`src/rtl/sync_fifo_param.sv`:
```
// sync_fifo_param
// Parametrised single-clock FIFO with occupancy count, programmable
// almost-full/almost-empty thresholds, sticky overflow/underflow flags,
// synchronous flush and a selectable first-word-fall-through read mode.
//
// Ports
//   clk           rising-edge clock for all state
//   reset         synchronous active-high reset (clears data_out too)
//   flush         synchronous clear of contents/flags; data_out holds
//   wr_en         write request, data_in captured when accepted
//   data_in       write data
//   rd_en         read request
//   data_out      read data (registered, or head-of-queue when FWFT=1)
//   full / empty  count == DEPTH / count == 0
//   almost_full   count >= AF_LEVEL
//   almost_empty  count <= AE_LEVEL
//   count         current occupancy, 0..DEPTH
//   overflow      sticky: a write request was rejected
//   underflow     sticky: a read request was rejected
//
// Handshake: wr_en/rd_en are requests and full/empty act as the inverse
// ready. A read is accepted when rd_en & ~empty. A write is accepted when
// wr_en & (~full | read accepted), so a full FIFO can take a write in the
// same cycle it is popped. An empty FIFO never bypasses a write to the
// read side. A rejected request is dropped and raises its sticky flag.
//
// DEPTH must be a power of two >= 4; AF_LEVEL and AE_LEVEL lie in 0..DEPTH.

module sync_fifo_param #(
  parameter int WIDTH    = 8,
  parameter int DEPTH    = 16,
  parameter int AF_LEVEL = 12,
  parameter int AE_LEVEL = 4,
  parameter int FWFT     = 0
) (
  input  logic                       clk,
  input  logic                       reset,
  input  logic                       flush,
  input  logic                       wr_en,
  input  logic [WIDTH-1:0]           data_in,
  input  logic                       rd_en,
  output logic [WIDTH-1:0]           data_out,
  output logic                       full,
  output logic                       empty,
  output logic                       almost_full,
  output logic                       almost_empty,
  output logic [$clog2(DEPTH):0]     count,
  output logic                       overflow,
  output logic                       underflow
);

  localparam int AW = $clog2(DEPTH);
  localparam int CW = AW + 1;
  localparam logic [CW-1:0] DEPTH_C = CW'(DEPTH);
  localparam logic [CW-1:0] AF_C    = CW'(AF_LEVEL);
  localparam logic [CW-1:0] AE_C    = CW'(AE_LEVEL);

  logic [WIDTH-1:0] mem_q [DEPTH];
  logic [AW-1:0]    wr_ptr_q, wr_ptr_d;
  logic [AW-1:0]    rd_ptr_q, rd_ptr_d;
  logic [CW-1:0]    count_q, count_d;
  logic             overflow_q, overflow_d;
  logic             underflow_q, underflow_d;
  logic             wr_acc, rd_acc;

  // Status flags come straight from registered count.
  assign full         = (count_q == DEPTH_C);
  assign empty        = (count_q == '0);
  assign almost_full  = (count_q >= AF_C);
  assign almost_empty = (count_q <= AE_C);
  assign count        = count_q;
  assign overflow     = overflow_q;
  assign underflow    = underflow_q;

  assign rd_acc = rd_en & ~empty;
  assign wr_acc = wr_en & (~full | rd_acc);

  always_comb begin
    wr_ptr_d    = wr_ptr_q;
    rd_ptr_d    = rd_ptr_q;
    count_d     = count_q;
    overflow_d  = overflow_q | (wr_en & ~wr_acc);
    underflow_d = underflow_q | (rd_en & ~rd_acc);
    if (wr_acc) wr_ptr_d = wr_ptr_q + AW'(1);
    if (rd_acc) rd_ptr_d = rd_ptr_q + AW'(1);
    case ({wr_acc, rd_acc})
      2'b10:   count_d = count_q + CW'(1);
      2'b01:   count_d = count_q - CW'(1);
      default: count_d = count_q;
    endcase
  end

  always_ff @(posedge clk) begin
    if (reset || flush) begin
      wr_ptr_q    <= '0;
      rd_ptr_q    <= '0;
      count_q     <= '0;
      overflow_q  <= 1'b0;
      underflow_q <= 1'b0;
    end else begin
      wr_ptr_q    <= wr_ptr_d;
      rd_ptr_q    <= rd_ptr_d;
      count_q     <= count_d;
      overflow_q  <= overflow_d;
      underflow_q <= underflow_d;
    end
  end

  // Storage is never cleared; only pointers and count are reset.
  always_ff @(posedge clk) begin
    if (!reset && !flush && wr_acc) mem_q[wr_ptr_q] <= data_in;
  end

  generate
    if (FWFT != 0) begin : g_fwft
      // Head of queue is presented combinationally; zero while empty.
      assign data_out = empty ? '0 : mem_q[rd_ptr_q];
    end else begin : g_std
      logic [WIDTH-1:0] data_q;
      // Registered read: flush leaves the last word visible, reset clears it.
      always_ff @(posedge clk) begin
        if (reset)                data_q <= '0;
        else if (!flush && rd_acc) data_q <= mem_q[rd_ptr_q];
      end
      assign data_out = data_q;
    end
  endgenerate

endmodule

```
`config.mk`:
```
export PLATFORM = sky130hd
export DESIGN_NAME = sync_fifo_param
export DESIGN_NICKNAME = d
export VERILOG_FILES = /design/src/rtl/sync_fifo_param.sv
export SDC_FILE = /design/constraint.sdc
export NUM_CORES = 1
export LEC_CHECK = 0
export ABC_CLOCK_PERIOD_IN_PS = 8700
export BUFFER_PORTS_ARGS = -buffer_cell sky130_fd_sc_hd__buf_2
export CAP_MARGIN = 25
export CORE_ASPECT_RATIO = 0.7
export CORE_UTILIZATION = 40
export CTS_CLUSTER_SIZE = 20
export DETAILED_ROUTE_END_ITERATION = 8
export GPL_ROUTABILITY_DRIVEN = 0
export SKIP_CTS_REPAIR_TIMING = 1
export SYNTH_ARGS = -nofsm -noshare
export SYNTH_HDL_FRONTEND = slang
export SYNTH_SLANG_ARGS = --single-unit
```
`constraint.sdc`:
```
create_clock -name clk -period 8.7 [get_ports clk]
set_clock_uncertainty 0.2 [all_clocks]
set_input_delay 0 -clock clk [delete_from_list [all_inputs] [get_ports clk]]
set_output_delay 0 -clock clk [all_outputs]
set_load 0.01 [all_outputs]
```
==> flow_metrics.py <==
metrics = {
    "pwr": {
        "power_frac_comb_pct": 3.1,
        "power_density_nw_per_um2": 223,
        "switching_share_pct": 20.7,
        "vdd_drop_max_mv": 0.120,
        "seqPwrFrac_pct": 48.4,
        "pwr-share-clk_pct": 48.4,
        "p_sw_w": 0.000339,
        "p_leak_nw": 2.50,
        "p_int_w": 0.00130,
    },
    "timing": {
        "setup_ws_ps": 4920,
        "finalSetupTns_ps": 0,
        "rsz0062_at_grt": "false",
        "hold_viol": 0,
        "post-route-period-util_pct": 43.5,
        "finalSetupViolations": 0,
        "min_period_ps": 3780,
        "hold_ws_ps": 279,
        "worst_pin_slew_ps": 1010,
        "finalMaxSlewViolations": 0,
        "max_freq_mhz": 265,
        "slew_headroom_pct": 32.4,
    },
    "synthesis": {
        "synth_area_leaders": "edfxtp_1, mux4_1, dfxtp_1, mux4_2, mux2i_1",
        "syn_nets": 365,
        "synth_edf_count": 128,
        "yosysUniqueCellTypes": 43,
        "yosys_warnings": 0,
        "ys_seq_area_share_pct": 69.3,
        "synthCells": 343,
        "synth-seq-cells": 151,
        "synth_top_area_share_pct": 61.9,
        "ys_async_sr_fraction_pct": 0,
        "synth_ff_type": "edfxtp_1",
        "synth_largest_area_cell": "edfxtp_1",
        "synth_area_um2": 6210,
        "synth_area_per_cell_um2": 18.1,
    },
    "drt": {
        "route.detailed.drc": 0,
        "drt-vias-per-instance": 5.42,
        "drt_iter0_markers": 286,
        "wl_per_cell_um": 20.5,
        "first_pass_iters": 4,
        "totalWireLength_um": 12400,
        "vias": 3273,
        "ant_nets": 0,
    },
    "critical_path": {
        "cpMaxStageDelayCell": "or4_1",
        "crit_cells": 9,
        "worstPathRequired_ps": 8810,
        "path_cells": "or4_1, o21ai_0, nor2_1, fa_1, a21o_1, a21oi_1, mux2i_1, a31oi_1, dlygate4sd3_1",
        "path_delay_family": "compound AO/OA/AOI/OAI gates",
        "cp-end-kind": "register",
        "crit_path_start_kind": "register",
        "crit_buf_inv": 1,
        "critPathMaxStageDelay_ps": 720,
        "arrival_ps": 3890,
        "worstSetupPathType": "register to register",
        "path_max_fanout": 8,
        "ff2ff_path_depth": 9,
    },
    "global_route": {
        "grt_pass1_wl_um": 18600,
        "grt_pass1_vias": 3227,
        "gr-usage-all-layers_pct": 16.6,
        "antenna_found_initial": 0,
        "grt_overflow_total": 0,
        "grt_max_degree": 36,
    },
    "placement": {
        "place_hpwl_um": 7780,
        "io_buffers": 31,
        "dp_slack_ps": 5510,
    },
    "worst_hold_path": {
        "min_path_cells": 2,
        "hp-class": "register to register",
    },
    "layout": {
        "area_growth_pct": 18.1,
        "finish.utilization_pct": 49.1,
        "drive_gt1_share_pct": 22.2,
        "final_cell_mix": "edfxtp_1, nor2_1, buf_2",
        "diodes": 0,
        "layout_commonest_cell": "edfxtp_1",
        "num-nets-final": 418,
    },
    "clock_network": {
        "cts.sinks": 151,
        "clk_pin_slew_worst_paths_ps": 70,
        "clk_latency_ps": 420,
        "cts_tree": "done",
        "clock_path_buffers": 2,
        "htreeDepth": 4,
        "numCtsBuffers": 17,
        "root_buffer": "clkbuf_16",
    },
    "floorplan": {
        "row_count": 37,
        "core_area_um2": 15000,
        "dieWidth_um": 151,
        "die_h_um": 106,
        "ios": 32,
        "initial_core_util_pct": 41.6,
        "die-area_um2": 16000,
    },
    "job": {
        "maxCapViolCount": 0,
    },
    "status": {
        "status": "complete, no violations",
    },
}
layer usage:
metal / global-route usage, % / vias up / part of all wire, %
li1: - / 1487 / -
met1: 23.8 / 1675 / 46
met2: 24.8 / 94 / 46
met3: 3.09 / 17 / 6.6
met4: 7.00 / 0 / 1.3
met5: 0 / - / 0
stage by stage:
stage,cell area [um^2],total power (W),std cells
4_1_cts,7180,0.00164,588
5_1_grt,7340,0.00168,604
3_3_place_gp,6520,0.000851,555
3_5_place_dp,6540,0.000854,556
6_report,7340,0.00163,604
2_1_floorplan,6210,0.000832,343
worst register-to-register path, cell delays in order, from the launching register on:
cell and delay, ps:
dfxtp_1 410, or4_1 720, o21ai_0 380, nor2_1 170
fa_1 430, a21o_1 190, a21oi_1 280, mux2i_1 230
a31oi_1 100, dlygate4sd3_1 560
sequential cells by signal (all words and copies together) (netlist names):
name,cells
data_out,8
wr_ptr_q,4
count,5
mem_q,128
rd_ptr_q,4
overflow,1
underflow,1
Yosys cell counts (all sizes together), types with 2 or more instances:
library cell / instances
edfxtp: 128
mux2i: 16
nand2: 16
clkbuf: 6
inv: 6
a31oi: 2
a21oi: 7
xor2: 2
dfxtp: 23
or3: 3
nor2: 37
mux4: 32
ha: 8
o21ai: 2
xnor2: 3
or2: 2
nand3: 3
a221o: 8
a21o: 2
nor4: 2
a2111o: 2
mux2: 8
buf: 10
and3: 2
cells by family after synthesis:
kind of cell               after synthesis  share of synthesized area (%)
and+or+nand+nor                         70                           5.11
xor gates and xnor gates                 5                          0.705
adders and majority gates                9                           1.93
AOI/OAI and AO/OA                       30                           4.03
DFF                                    151                           69.3
muxes                                   56                           16.9
buffers and inverters                   22                           2.05
power groups by stage:
stage               registers (W)   logic, W  clock network (W)
floorplan                0.000807  0.0000254                  0
global placement         0.000808  0.0000433                  0
detailed placement       0.000807  0.0000461                  0
CTS                      0.000792  0.0000463           0.000806
global route             0.000792  0.0000565           0.000831
finish                   0.000792  0.0000512           0.000792
area by class of cell:
cell class / count / area, um^2
Clock buffer: 17 / 425
Clock inverter: 15 / 215
Fill cell: 1231 / 7610
Inverter: 6 / 22.5
Multi-Input combinational cell: 170 / 1780
Sequential cell: 151 / 4310
Tap cell: 195 / 244
Timing Repair Buffer: 50 / 345
final timing paths:
path / slack, ps / endpoint / startpoint
worst min register to register: 280 / overflow / overflow
worst max-delay path: 4920 / count[4] / count[0]
worst min-delay path: 280 / overflow / overflow
worst max register to register: 4920 / count[4] / count[0]
No activity file was read; power rests on OpenSTA's default activity.
